[config.mk]
export PLATFORM = sky130hd
export DESIGN_NAME = branch_hazard_unit
export DESIGN_NICKNAME = d
export VERILOG_FILES = /design/src/rtl/branch_hazard_unit.sv
export SDC_FILE = /design/constraint.sdc
export NUM_CORES = 1
export LEC_CHECK = 0
export ABC_AREA = 1
export BUFFER_PORTS_ARGS = -buffer_cell sky130_fd_sc_hd__buf_2
export CORE_MARGIN = 2
export CORE_UTILIZATION = 45
export CTS_CLUSTER_DIAMETER = 40
export DETAILED_ROUTE_END_ITERATION = 6
export PLACE_DENSITY_LB_ADDON = 0.12
export SYNTH_ARGS = -nofsm -noshare
export SYNTH_HDL_FRONTEND = slang
export SYNTH_SLANG_ARGS = --single-unit
[constraint.sdc]
create_clock -name CLOCK -period 4.8 [get_ports CLOCK]
set_input_delay 0 -clock CLOCK [delete_from_list [all_inputs] [get_ports CLOCK]]
set_output_delay 0 -clock CLOCK [all_outputs]
set_load 0.05 [all_outputs]
[src/rtl/branch_hazard_unit.sv]
// Branch hazard unit: tracks EX/MEM/WB destinations in a shadow pipeline and decides
// ID-stage branch-compare forwarding and stalls, with a saturating stall counter.
module branch_hazard_unit #(
  parameter int unsigned CntWidth = 16
) (
  input  logic        CLOCK,
  input  logic        RESET,
  input  logic        ID_Valid_IN,
  input  logic [5:0]  ID_Opcode_IN,
  input  logic [4:0]  ID_RegisterRS_IN,
  input  logic [4:0]  ID_RegisterRT_IN,
  input  logic [4:0]  ID_WriteReg_IN,
  input  logic        ID_RegWrite_IN,
  input  logic        ID_MemRead_IN,
  output logic [1:0]  ForwardRSbranch_OUT,
  output logic [1:0]  ForwardRTbranch_OUT,
  output logic        Stall_OUT,
  output logic [15:0] StallCycles_OUT
);

  typedef struct packed {
    logic       valid;
    logic       regwrite;
    logic       memread;
    logic [4:0] dest;
  } entry_t;

  localparam logic [1:0] FwdRegFile = 2'b00;
  localparam logic [1:0] FwdExMem   = 2'b10;
  localparam logic [1:0] FwdMemWb   = 2'b01;

  entry_t ex_q, ex_d;
  entry_t mem_q, mem_d;
  entry_t wb_q, wb_d;
  logic [CntWidth-1:0] cnt_q, cnt_d;

  logic uses_rs, uses_rt;
  logic rs_ex, rs_mem, rs_wb;
  logic rt_ex, rt_mem, rt_wb;
  logic stall;

  function automatic logic src_match(entry_t e, logic [4:0] src);
    return e.valid && e.regwrite && (e.dest == src) && (src != 5'd0);
  endfunction

  function automatic logic [1:0] fwd_sel(logic used, logic m_mem, logic mem_load, logic m_wb);
    if (!used) begin
      return FwdRegFile;
    end else if (m_mem && !mem_load) begin
      return FwdExMem;
    end else if (m_wb) begin
      return FwdMemWb;
    end
    return FwdRegFile;
  endfunction

  // Branch classification
  always_comb begin
    uses_rs = 1'b0;
    uses_rt = 1'b0;
    if (ID_Valid_IN) begin
      unique case (ID_Opcode_IN)
        6'b000100, 6'b000101: begin
          uses_rs = 1'b1;
          uses_rt = 1'b1;
        end
        6'b000001, 6'b000110, 6'b000111: uses_rs = 1'b1;
        default: ;
      endcase
    end
  end

  always_comb begin
    rs_ex  = uses_rs && src_match(ex_q,  ID_RegisterRS_IN);
    rs_mem = uses_rs && src_match(mem_q, ID_RegisterRS_IN);
    rs_wb  = uses_rs && src_match(wb_q,  ID_RegisterRS_IN);
    rt_ex  = uses_rt && src_match(ex_q,  ID_RegisterRT_IN);
    rt_mem = uses_rt && src_match(mem_q, ID_RegisterRT_IN);
    rt_wb  = uses_rt && src_match(wb_q,  ID_RegisterRT_IN);
    // A load still in MEM has no result to forward yet, so it stalls like EX does.
    stall  = !RESET && (rs_ex || rt_ex || (mem_q.memread && (rs_mem || rt_mem)));
  end

  always_comb begin
    Stall_OUT           = stall;
    ForwardRSbranch_OUT = FwdRegFile;
    ForwardRTbranch_OUT = FwdRegFile;
    if (!RESET && !stall) begin
      ForwardRSbranch_OUT = fwd_sel(uses_rs, rs_mem, mem_q.memread, rs_wb);
      ForwardRTbranch_OUT = fwd_sel(uses_rt, rt_mem, mem_q.memread, rt_wb);
    end
    StallCycles_OUT = 16'(cnt_q);
  end

  always_comb begin
    ex_d  = '0;
    mem_d = ex_q;
    wb_d  = mem_q;
    cnt_d = cnt_q;
    if (!stall && ID_Valid_IN) begin
      ex_d.valid    = 1'b1;
      ex_d.regwrite = ID_RegWrite_IN;
      ex_d.memread  = ID_MemRead_IN;
      ex_d.dest     = ID_WriteReg_IN;
    end
    if (stall && (cnt_q != {CntWidth{1'b1}})) begin
      cnt_d = cnt_q + {{(CntWidth-1){1'b0}}, 1'b1};
    end
  end

  always_ff @(posedge CLOCK) begin
    if (RESET) begin
      ex_q  <= '0;
      mem_q <= '0;
      wb_q  <= '0;
      cnt_q <= '0;
    end else begin
      ex_q  <= ex_d;
      mem_q <= mem_d;
      wb_q  <= wb_d;
      cnt_q <= cnt_d;
    end
  end

endmodule

==> flow_summary.json, run 1 <==
{
  "outcome": "complete, no violations",
  "syn_to_final_growth_pct": 19.5,
  "netlist_area_mm2": 0.00228,
  "grt.total_usage": 0.227,
  "clk_latency_ns": 0.29,
  "ys_seq_area_frac": 0.342,
  "fin_setup_tns_ns": 0,
  "finalNetCount": 455,
  "power_leakage_uw": 0.00137,
  "seqPwrFrac": 0.535,
  "syn_inst": 372,
  "slew_viol_final": 0,
  "cts.path.max_buffers": 2,
  "ant_nets": 0,
  "clk_pin_slew_ns": 0.08,
  "comb_power_share": 0.115,
  "drtIter0Drc": 193,
  "antenna_cells": 0,
  "dpl_cell_area_mm2": 0.00257,
  "htreeDepth": 2,
  "rows": 25,
  "hp-class": "input pin to register",
  "die_x_um": 75.2,
  "vias_per_cell": 4.88,
  "dieArea_mm2": 0.00566,
  "port_buffers": 46,
  "fp.coreArea_mm2": 0.00482,
  "yosysUniqueCellTypes": 34,
  "clock-root-buffer": "clkbuf_8",
  "vias": 2420,
  "setup_viol": 0,
  "worstPathRequired_ns": 4.99,
  "overflow": 0,
  "worstPathArrival_ns": 2.35,
  "routed_wl_um": 5800,
  "critPathKind": "register to register",
  "syn_nets": 399,
  "ys.flop_type": "dfxtp_1",
  "cts_buffers": 5,
  "start_kind": "register",
  "cts_tree": "built",
  "final_area_mm2": 0.00273,
  "rsz0062_at_grt": "no",
  "route.detailed.drc": 0,
  "start_util": 0.474,
  "powerDensity_mw_per_mm2": 229,
  "p_switching_uw": 167,
  "grt_pass1_wl_um": 9780,
  "final-hold-violation-count": 0,
  "ys_ff_latch": 39,
  "min_period_over_period": 0.449,
  "synth_top_area_frac": 0.342,
  "antenna_found_initial": 0,
  "switching_share": 0.267,
  "dr.pass1.iters": 5,
  "ir_drop_uv": 124,
  "cp_max_fo": 14,
  "p_clk_frac": 0.350,
  "io_pins": 47,
  "die_y_um": 75.2,
  "wl_per_cell_um": 11.7,
  "synthArstFlopShare": 0,
  "yosys.area.top_type": "dfxtp_1",
  "cts-resized-gates": 0,
  "hpwl_um": 4540,
  "place_congestion": 0.927,
  "maxCapViolCount": 0,
  "relSlewSlack": 0.648,
  "yosys_warnings": 0,
  "tightest_slew_ns": 0.528,
  "layout-drive-gt1-share": 0.147,
  "period_needed_ns": 2.16,
  "syn_avg_cell_area_um2": 6.14,
  "grt_pass1_vias": 2114,
  "p_total_uw": 624,
  "power.internal_uw": 457,
  "clock_skew_ns": 0.00530,
  "cp-end-kind": "register",
  "max_freq_mhz": 464,
  "grt_max_degree": 23,
  "cts_sinks": 39,
  "synth_area_leaders": "dfxtp_1 34%, nand2_1 16%, inv_1 12%",
  "synth-edff-count": 0
}
[cell usage in the layout, fill, tap and decap left out, types with 2 or more instances in the layout]
cell / n
a21oi_1: 9
buf_2: 46
clkbuf_8: 5
clkinv_2: 3
dfxtp_1: 39
dlygate4sd3_1: 7
inv_1: 74
nand2_1: 96
nand2_4: 2
nand3_1: 18
nand3b_1: 2
nand4_1: 11
nor2_1: 67
nor2_2: 2
nor3_1: 9
nor4_1: 3
o211ai_1: 2
o21ai_0: 5
o21ai_1: 4
xnor2_1: 7
xor2_1: 4
[power groups by stage]
| stage | clock [µW] | sequential, µW | combinational [µW] |
|---|---|---|---|
| finish | 218 | 334 | 71.8 |
| global placement | 0 | 341 | 66.3 |
| detailed placement | 0 | 341 | 66.0 |
| global route | 238 | 335 | 81.0 |
| CTS | 225 | 334 | 70.7 |
| floorplan | 0 | 340 | 40.9 |
[synth_stat cells, drive strengths merged, types with 2 or more instances]
master	count
nand2	99
inv	75
nor2	69
dfxtp	39
nand3	19
nand4	11
nor3	11
a21oi	9
o21ai	9
xnor2	7
xor2	4
nor4	3
buf	2
clkbuf	2
nand3b	2
o211ai	2
[flip-flops by register name (all words and copies together) (netlist names)]
signal,count
ex_q,8
mem_q,8
StallCycles_OUT,16
wb_q,7
[cell families (layout without fill, tap and decap cells)]
kind of cell               after synthesis  after routing  synth area share
and+or+nand+nor                        218            218             0.418
buffers and inverters                   79            136             0.133
DFF                                     39             39             0.342
AOI/OAI and AO/OA                       24             24            0.0597
xor gates and xnor gates                11             11            0.0422
adders and majority gates                1              1           0.00548
[final timing paths]
path	startpoint	endpoint	slack, ns	cells past startpoint
setup / recovery	StallCycles_OUT[0]	StallCycles_OUT[7]	2.64	12
hold / removal	RESET	wb_q[2]	0.12	2
setup reg to reg	StallCycles_OUT[0]	StallCycles_OUT[7]	2.64	12
hold reg to reg	ex_q[5]	mem_q[5]	0.41	2
[area by class of cell]
cell class / instances / area [µm²]
multi-input cells: 254 / 1200
inverters: 75 / 282
well taps: 67 / 83.8
clock buffers: 5 / 68.8
flip-flops and latches: 39 / 781
repair buffers: 53 / 300
clock inverters: 3 / 15.0
fillers: 506 / 2090
[worst max-delay path, cell delays in order, from the launching register on]
cell and delay, ns:
dfxtp_1 0.40, ha_1 0.22, nand3_2 0.13, nor3_2 0.22
nand2_1 0.17, nor3_4 0.24, nand2_2 0.13, nand2_4 0.19
nor2_1 0.12, nand2_1 0.10, nand2_1 0.05, nand2_1 0.06
inv_1 0.04
[repair_timing]
item / 4_1_cts / 5_1_grt
setup buffers: 0 / 0
hold buffers: 7 / 0
hold endpoints to repair: 7 / 0
[per-stage QoR]
step / cells / hold WS [ns] / util / worst slack [ns]
2_1_floorplan: 372 / 0.112 / - / 2.21
3_3_place_gp: 481 / 0.214 / 0.535 / 2.67
3_5_place_dp: 481 / 0.219 / 0.535 / 2.69
4_1_cts: 496 / 0.114 / 0.566 / 2.66
5_1_grt: 496 / 0.133 / 0.566 / 2.37
6_report: 496 / 0.123 / 0.566 / 2.64
[layer usage]
metal | vias to the layer above | share of wire | global-route usage
met4 | 0 | 0.016 | 0.0663
met1 | 1062 | 0.51 | 0.348
met5 | - | 0 | 0
met2 | 95 | 0.40 | 0.318
met3 | 10 | 0.077 | 0.0469
li1 | 1253 | - | -
Power figures use the tool's default switching activity.
==> run 2: changes to the inputs <==
==> constraint.sdc (replaced) <==
create_clock -name CLOCK -period 2.2 [get_ports CLOCK]
set_input_delay 0 -clock CLOCK [delete_from_list [all_inputs] [get_ports CLOCK]]
set_output_delay 0 -clock CLOCK [all_outputs]
set_load 0.05 [all_outputs]
==> run 2 against run 1 <==
  * Sequential power increased by 120%
  * Clock power increased by 110%
  * First-iteration DRC count decreased by 11%
  * Wire length increased by 4.4%
  * Total power increased by 120%
  * Via count increased by 0.58%
  * Count of clock-buffer cells in the layout increased by 1
  * Largest power group unchanged
==> flow_summary.json, run 2 (synthesis results as in run 1) <==
{
  "outcome": "complete, no violations",
  "finalNetCount": 462,
  "wl_per_cell_um": 12.1,
  "hpwl_um": 4540,
  "crit_start": "StallCycles_OUT[0]",
  "period_needed_ns": 2.07,
  "min_period_over_period": 0.940,
  "grt_max_degree": 23,
  "antenna_found_initial": 0,
  "die_x_um": 75.2,
  "r2r_setup_slack_ns": 0.13,
  "cts.path.max_buffers": 2,
  "die_y_um": 75.2,
  "final_common_cell": "nand2_1",
  "critPathKind": "register to register",
  "cp-end-kind": "register",
  "antenna_cells": 0,
  "start_util": 0.474,
  "seqPwrFrac": 0.543,
  "powerDensity_mw_per_mm2": 471,
  "r2r-start": "StallCycles_OUT[0]",
  "ant_nets": 0,
  "relSlewSlack": 0.658,
  "overflow": 0,
  "hold_slack_ns": 0.129,
  "grt_pass1_vias": 2127,
  "htreeDepth": 2,
  "port_buffers": 46,
  "r2r_cells": 10,
  "final_cell_mix": "94 x nand2_1, 73 x inv_1, 66 x nor2_1",
  "worstReg2RegEnd": "StallCycles_OUT[0]",
  "place_congestion": 0.927,
  "cts_tree": "built",
  "power_leakage_uw": 0.00141,
  "comb_power_share": 0.118,
  "layout-drive-gt1-share": 0.177,
  "clk_latency_ns": 0.30,
  "p_switching_uw": 349,
  "maxCapViolCount": 0,
  "drtIter0Drc": 172,
  "hp-class": "input pin to register",
  "final-hold-violation-count": 0,
  "fin_setup_tns_ns": 0,
  "io_pins": 47,
  "vias_per_cell": 4.86,
  "cts_sinks": 39,
  "worstPathRequired_ns": 2.42,
  "dr.pass1.iters": 4,
  "clk_pin_slew_ns": 0.07,
  "syn_to_final_growth_pct": 24.7,
  "max_freq_mhz": 484,
  "route.detailed.drc": 0,
  "ir_drop_uv": 380,
  "grt_pass1_wl_um": 9790,
  "routed_wl_um": 6050,
  "clock_skew_ns": 0.0114,
  "vias": 2434,
  "switching_share": 0.260,
  "largest_register_ffs": 16,
  "rows": 25,
  "worstPathArrival_ns": 2.29,
  "start_kind": "register",
  "critPathCapture": "StallCycles_OUT[0]",
  "power.internal_uw": 993,
  "grt.total_usage": 0.228,
  "fp.coreArea_mm2": 0.00482,
  "cts_buffers": 5,
  "cp_max_fo": 12,
  "clock-root-buffer": "clkbuf_8",
  "setup_viol": 0,
  "tightest_slew_ns": 0.512,
  "p_total_uw": 1340,
  "p_clk_frac": 0.338,
  "slew_viol_final": 0,
  "dieArea_mm2": 0.00566
}
## run 2: metal layers
metal / routed length [µm] / part of all wire / track usage / up-vias
li1: - / - / - / 1265
met3: 405 / 0.067 / 0.0535 / 13
met5: 0 / 0 / 0 / -
met2: 2430 / 0.40 / 0.327 / 87
met1: 3110 / 0.51 / 0.334 / 1069
met4: 111 / 0.018 / 0.0760 / 0
## run 2: cell type report
type                       instances  area [µm²]
fill                             504        1970
multi-input combinational        254        1260
sequential                        39         783
timing repair buffer              60         364
inverter                          75         282
tap                               67        83.8
clock buffer                       6        72.6
## run 2: timing repair
action,CTS,global route
endpoints found under the setup margin,0,17
gates resized for setup,0,22
hold buffers,7,0
buffers inserted,0,7
hold endpoints to repair,7,0
## run 2: power groups by stage
stage | sequential (µW) | clock, µW | combinational, µW
2_1_floorplan | 742 | 0 | 89.3
3_3_place_gp | 744 | 0 | 145
3_5_place_dp | 745 | 0 | 144
4_1_cts | 728 | 464 | 154
5_1_grt | 730 | 491 | 180
6_report | 729 | 454 | 159
## run 2: worst max-delay path: stages, from the launching register on
cell	delay, ns
dfxtp_2	0.37
ha_2	0.23
nand3_4	0.11
nor3_4	0.25
nand2_2	0.12
nor3_4	0.28
nand2_2	0.14
nand2_8	0.12
buf_4	0.12
o21ai_0	0.08
a21oi_1	0.16
## run 2: worst min-delay path by stage
| stage | start | to | slack (ns) | depth (start not counted) |
|---|---|---|---|---|
| after floorplan | ID_WriteReg_IN[0] | ex_q[0] | 0.11 | 2 |
| after global placement | ID_WriteReg_IN[0] | ex_q[0] | 0.21 | 3 |
| after detailed placement | ID_WriteReg_IN[0] | ex_q[0] | 0.22 | 3 |
| after CTS | RESET | mem_q[5] | 0.12 | 2 |
| after global routing | RESET | mem_q[6] | 0.16 | 2 |
| final | ID_Valid_IN | ex_q[7] | 0.13 | 3 |
## run 2: through the flow
| step | area [µm²] | util | setup WS [ns] | std cells |
|---|---|---|---|---|
| floorplan | 2280 | - | -0.387 | 372 |
| finish | 2850 | 0.591 | 0.133 | 501 |
| detailed placement | 2570 | 0.535 | 0.0712 | 481 |
| global route | 2850 | 0.591 | -0.0116 | 501 |
| global placement | 2570 | 0.535 | 0.0749 | 481 |
| CTS | 2720 | 0.564 | 0.0179 | 494 |
